## config.mk

```make
export PLATFORM = sky130hd
export DESIGN_NAME = forwarding_unit_ctrl_flat
export DESIGN_NICKNAME = d
export VERILOG_FILES = /design/src/rtl/forwarding_unit_ctrl_if.sv /design/src/rtl/forwarding_unit_ctrl.sv /design/src/flat_wrapper.sv
export SDC_FILE = /design/constraint.sdc
export NUM_CORES = 1
export LEC_CHECK = 0
export CAP_MARGIN = 10
export CORE_MARGIN = 3
export CORE_UTILIZATION = 48
export CTS_CLUSTER_DIAMETER = 40
export DETAILED_ROUTE_END_ITERATION = 12
export HOLD_SLACK_MARGIN = 0.15
export PLACE_DENSITY = 0.8
export SLEW_MARGIN = 20
export SYNTH_ARGS = -nofsm -noshare
export SYNTH_HDL_FRONTEND = slang
export SYNTH_SLANG_ARGS = --single-unit
```

## constraint.sdc

```tcl
create_clock -name clk -period 1.7 [get_ports clk]
set_clock_uncertainty 0.2 [all_clocks]
set_input_delay 0.34 -clock clk [delete_from_list [all_inputs] [get_ports clk]]
set_output_delay 0.34 -clock clk [all_outputs]
set_load 0.01 [all_outputs]
```

## src/rtl/forwarding_unit_ctrl_if.sv

```systemverilog
// Operand-forwarding interface: the pipeline presents one instruction's
// destination and source register indices and gets back the EX mux selects.
interface forwarding_unit_ctrl_if #(
  parameter int REG_ADDR_W = 5
);
  logic [REG_ADDR_W-1:0] rd;
  logic [REG_ADDR_W-1:0] rs1;
  logic [REG_ADDR_W-1:0] rs2;
  logic [1:0]            rs1_src;
  logic [1:0]            rs2_src;

  // Pipeline side: drives register indices, consumes selects.
  modport master (
    output rd,
    output rs1,
    output rs2,
    input  rs1_src,
    input  rs2_src
  );

  // Forwarding unit side: consumes register indices, drives selects.
  modport slave (
    input  rd,
    input  rs1,
    input  rs2,
    output rs1_src,
    output rs2_src
  );
endinterface

```

## src/rtl/forwarding_unit_ctrl.sv

```systemverilog
// Clocked data-hazard detector. Keeps the destination registers of the last
// three instructions and produces registered EX operand mux selects:
//   00 register file, 01 one back, 10 two back, 11 three back.
// The most recent producer wins; x0 never forwards; the current rd is never
// compared against the current sources.
module forwarding_unit_ctrl #(
  parameter int REG_ADDR_W = 5
) (
  input logic                  clk,
  input logic                  rst,
  forwarding_unit_ctrl_if.slave bus
);

  localparam logic [REG_ADDR_W-1:0] REG_ZERO = {REG_ADDR_W{1'b0}};

  // History of earlier destination registers (h1 newest).
  logic [REG_ADDR_W-1:0] h1;
  logic [REG_ADDR_W-1:0] h2;
  logic [REG_ADDR_W-1:0] h3;

  logic [1:0] rs1_sel;
  logic [1:0] rs2_sel;
  logic [1:0] rs1_src_reg;
  logic [1:0] rs2_src_reg;

  // Priority select for one source: nearest matching producer wins, x0 never
  // forwards (which also keeps a zero history entry from ever matching).
  function automatic logic [1:0] sel(
    input logic [REG_ADDR_W-1:0] r,
    input logic [REG_ADDR_W-1:0] a,
    input logic [REG_ADDR_W-1:0] b,
    input logic [REG_ADDR_W-1:0] c
  );
    logic [1:0] s;
    if (r == REG_ZERO) begin
      s = 2'b00;
    end else if (r == a) begin
      s = 2'b01;
    end else if (r == b) begin
      s = 2'b10;
    end else if (r == c) begin
      s = 2'b11;
    end else begin
      s = 2'b00;
    end
    return s;
  endfunction

  // Next-cycle selects, computed from the pre-edge history.
  always_comb begin
    rs1_sel = 2'b00;
    rs2_sel = 2'b00;
    rs1_sel = sel(bus.rs1, h1, h2, h3);
    rs2_sel = sel(bus.rs2, h1, h2, h3);
  end

  // Register the selects and shift rd into history; reset discards the sample.
  always_ff @(posedge clk) begin
    if (rst) begin
      h1          <= REG_ZERO;
      h2          <= REG_ZERO;
      h3          <= REG_ZERO;
      rs1_src_reg <= 2'b00;
      rs2_src_reg <= 2'b00;
    end else begin
      h1          <= bus.rd;
      h2          <= h1;
      h3          <= h2;
      rs1_src_reg <= rs1_sel;
      rs2_src_reg <= rs2_sel;
    end
  end

  assign bus.rs1_src = rs1_src_reg;
  assign bus.rs2_src = rs2_src_reg;

endmodule

```

## src/flat_wrapper.sv

```systemverilog
// flat-port wrapper written by rule: the top's interface ports become plain ports
module forwarding_unit_ctrl_flat 
#(
  parameter int REG_ADDR_W = 5
)
  (clk, rst, bus_rd, bus_rs1, bus_rs2, bus_rs1_src, bus_rs2_src);
  forwarding_unit_ctrl_if #(.REG_ADDR_W(REG_ADDR_W)) bus_i ();
  input logic clk;
  input logic rst;
  input wire logic [$bits(bus_i.rd)-1:0] bus_rd;
  input wire logic [$bits(bus_i.rs1)-1:0] bus_rs1;
  input wire logic [$bits(bus_i.rs2)-1:0] bus_rs2;
  output wire logic [$bits(bus_i.rs1_src)-1:0] bus_rs1_src;
  output wire logic [$bits(bus_i.rs2_src)-1:0] bus_rs2_src;
  assign bus_i.rd = bus_rd;
  assign bus_i.rs1 = bus_rs1;
  assign bus_i.rs2 = bus_rs2;
  assign bus_rs1_src = bus_i.rs1_src;
  assign bus_rs2_src = bus_i.rs2_src;
  forwarding_unit_ctrl #(.REG_ADDR_W(REG_ADDR_W)) u_core (.clk(clk), .rst(rst), .bus(bus_i));
endmodule
```

# == Word-level counts from Yosys, hierarchy flattened ==
# Index checks and enable logic that the tools add are counted.
# word_totals
inputBits,17
word_cells,25
reg_bits,19
# op_classes
n_eq_ne,6
mux,6
n_reduce_logical,6
# op_table
operator,n
$eq A5 B5 Y1,6
$logic_not A5 Y1,2
$mux W2,4
$reduce_or A3 Y1,2
$reduce_or A2 Y1,2
$mux W1,2

# == Longest topological paths before layout ==
# logic_depth
ltp_word,4
depth_mapped,5
mapped_depth_nobuf,5

# == Worst setup path before layout ==
# OpenSTA, ideal clock, no wires.
# synth_path
path_type,input-to-reg
start,in bus_rs1[3]
end,reg u_core.rs1_src_reg[1] (netlist: u_core.bus.rs1_src[1])
path_stages,3
setup_slack_ps,340
required_ps,1373
t_arrival_ps,1033
path_cell_list,or4_4 -> o21bai_2 -> a211oi_1
# synth_between
elab_chain_cells,3
# synth_lines
item,line_no,text
from (decl),flat_wrapper.sv:11,input wire logic [$bits(bus_i.rs1)-1:0] bus_rs1;
$eq A5 B5 Y1,forwarding_unit_ctrl.sv:41,end else if (r == c) begin
$mux W2,forwarding_unit_ctrl.sv:41,
$mux W2,forwarding_unit_ctrl.sv:39,end else if (r == b) begin
to (signal assigned),forwarding_unit_ctrl.sv:69,rs1_src_reg <= rs1_sel;
to (decl),forwarding_unit_ctrl.sv:23,logic [1:0] rs1_src_reg;
# Parallel ways exist; a longest one is shown, timed or not.
# A chain may end at the register's enable or synchronous reset.

# == Worst setup path after layout ==
# layout_path
start,in bus_rs1[1]
end,reg u_core.rs1_src_reg[0] (netlist: u_core.bus.rs1_src[0])
# layout_between
elab_chain_cells,4
# layout_lines
item,line_no,text
$eq A5 B5 Y1,forwarding_unit_ctrl.sv:41,
$mux W2,forwarding_unit_ctrl.sv:41,
$mux W2,forwarding_unit_ctrl.sv:39,
$mux W1,forwarding_unit_ctrl.sv:37,end else if (r == a) begin
# Parallel ways exist; a longest one is shown, timed or not.

==> results.cfg <==
[place]
dpl.hpwl_mm = 1.51
gp_congestion = 0.846
placedCellCount = 144
io_buffers = 20
dp_slack_ns = -0.353

[yosys]
avgSynthCellArea_um2 = 10.4
ys_seq_area_frac = 0.422
synth_most_common_cell = dfxtp_1
yosys_warnings = 0
yosys-top-cells-area = dfxtp_1 (42%), xor2_1 (16%), xnor2_1 (14%)
synthArstFlopShare = 0
synth_nets = 104
synth_common_cells = dfxtp_1 (19), xor2_1 (16), nor2b_1 (15), xnor2_1 (14), nand3_1 (6)
yosysTopAreaCell = dfxtp_1
synth-seq-cells = 19
synth_edf_count = 0
yosysUniqueCellTypes = 13
syn_area_um2 = 901
netlist_instances = 87
yosys_most_used_dff = dfxtp_1
synth_top_cell_area_share = 0.422

[grt]
grt_pass1_wl_mm = 3.13
grt_overflow = 0
grt_max_degree = 11
grt_pass1_vias = 703
antenna_found_initial = 0
track_usage = 0.175

[clocking]
cts_tree = yes
cts_root_buffer = clkbuf_4
clock_path_buffers = 2
clk_latency_ns = 0.30
postCtsHoldBufs = 0
post_cts_buffers = 0
numCtsBuffers = 3
clkTransAtPathRegs_ns = 0.10
cts_max_level = 1
cts_sinks = 19

[drt]
wl_per_cell_um = 12.8
ant_nets = 0
first_pass_iters = 3
vias = 716
wirelength_mm = 1.90
drc = 0
avgViaCountPerCell = 4.84
first_iter_violations = 3

[cells_and_area]
n_antenna_cell = 0
finalNetCount = 141
area_growth_pct = 41.4
reg.largest.list = u_core.h1: 5 flops, u_core.h2: 5 flops, u_core.h3: 5 flops
layout.cells.non_filler = 148
fillerInstances = 139
drive_gt1_frac = 0.203

[sta]
timing.fmax_mhz = 606
finalHoldViolCount = 0
worstMarginPinSlew_ns = 0.312
finalSetupViolations = 0
period_needed_ns = 1.65
setup_ws_ns = 0.0504
fin_crit_sh = 0.970
slew_headroom = 0.792
fin_hold_ws_ns = 0.314
grt_setup_unrepaired = false
maxSlewViolCount = 0

[power]
leakagePower_nw = 0.568
vdd_ir_drop_max_v = 0.000640
powerDensity_nw_per_um2 = 693
finalPower_w = 0.000883

[floorplan]
dieArea_um2 = 2430
die_h_um = 49.3
dieWidth_um = 49.3
start_util = 0.516
ios = 21
core-area_um2 = 1750
fp-row-count = 15

[worst_setup_path]
worstPathMaxFanout = 4
cpPeakStageDelay_ns = 0.51
path_cells = clkdlybuf4s50_1, xor2_1, nor3_2, nand3_1, a41oi_1, nor2_1
arrival_ns = 1.64
critPathBufInv = 1
worst_path_max_delay_cell = clkdlybuf4s50_1
cp-start-kind = input port
r2r_start = u_core.h2[0]$_SDFF_PP0_
setup.worst_path.end_class = flop
startpoint = bus_rs1[1]
criticalPathCategory = in -> reg
cp_top_family = buffers and inverters
critPathRequiredTime_ns = 1.69

[status]
outcome = finished, final reports clean

[min_path]
hold_start = u_core.h2[1]$_SDFF_PP0_
hold_class = reg -> reg

[flow_run]
drv_cap = 0
## worst reg2reg max path: stages (launching register included)
cell	delay (ns)
dfxtp_1	0.36
xor2_1	0.15
nor3_1	0.19
nand3_1	0.13
a41oi_1	0.24
nor2_1	0.06
## metal layers
metal / vias to the layer above / part of all wire / global-route usage
met2: 16 / 0.52 / 0.290
li1: 363 / - / -
met5: - / 0 / 0
met3: 2 / 0.044 / 0.0398
met4: 0 / 0.0074 / 0.0995
met1: 335 / 0.43 / 0.206
## what timing repair did
action | 4_1_cts | 5_1_grt
endpoints found under the setup margin | 2 | 7
gates resized for setup | 1 | 7
pin swaps | 0 | 0
## through the flow
stage	utilization	TNS [ns]	area [um2]
final	0.730	0	1270
after global routing	0.730	0	1270
after CTS	0.717	0	1250
after detailed placement	0.703	-1.14	1230
after global placement	0.703	-0.962	1230
after floorplan	-	0	901
## area by class of cell
cell class	count	area, um2	share of cell area
clock buffer	4	26.3	0.0206
sequential	19	380	0.299
tap	25	31.3	0.0246
timing repair buffer	33	309	0.243
multi-input combinational	67	527	0.414
## power breakdown
group | total (W) | internal, W | switching, W
clock | 0.000228 | 0.0000913 | 0.000137
sequential | 0.000478 | 0.000462 | 0.0000154
combinational | 0.000177 | 0.000105 | 0.0000720
total | 0.000883 | 0.000658 | 0.000224
## cell families (layout without fill, tap and decap cells)
logic type,Yosys count,count (layout),synth area share
xor gates and xnor gates,30,30,0.292
AOI/OAI and AO/OA,6,6,0.0611
DFF,19,19,0.422
buffers and inverters,1,37,0.00416
and+or+nand+nor,31,31,0.221
## cell usage in the layout, fill, tap and decap left out, types with 3 or more instances in the layout
master / instances
dlymetal6s2s_1: 5
nor2b_1: 15
clkdlybuf4s50_1: 14
nand3_1: 6
clkbuf_4: 3
buf_4: 13
nor3_2: 5
dfxtp_1: 19
xnor2_1: 14
xor2_1: 16
## worst paths after layout
| check | to | slack, ns | cells past startpoint |
|---|---|---|---|
| hold / removal | u_core.h3[1]$_SDFF_PP0_ | 0.31 | 1 |
| setup / recovery | u_core.bus.rs1_src[0]$_SDFF_PP0_ | 0.05 | 6 |
| hold reg to reg | u_core.h3[1]$_SDFF_PP0_ | 0.31 | 1 |
| setup reg to reg | u_core.bus.rs2_src[0]$_SDFF_PP0_ | 0.28 | 5 |
(Power assumes the default switching activity.)
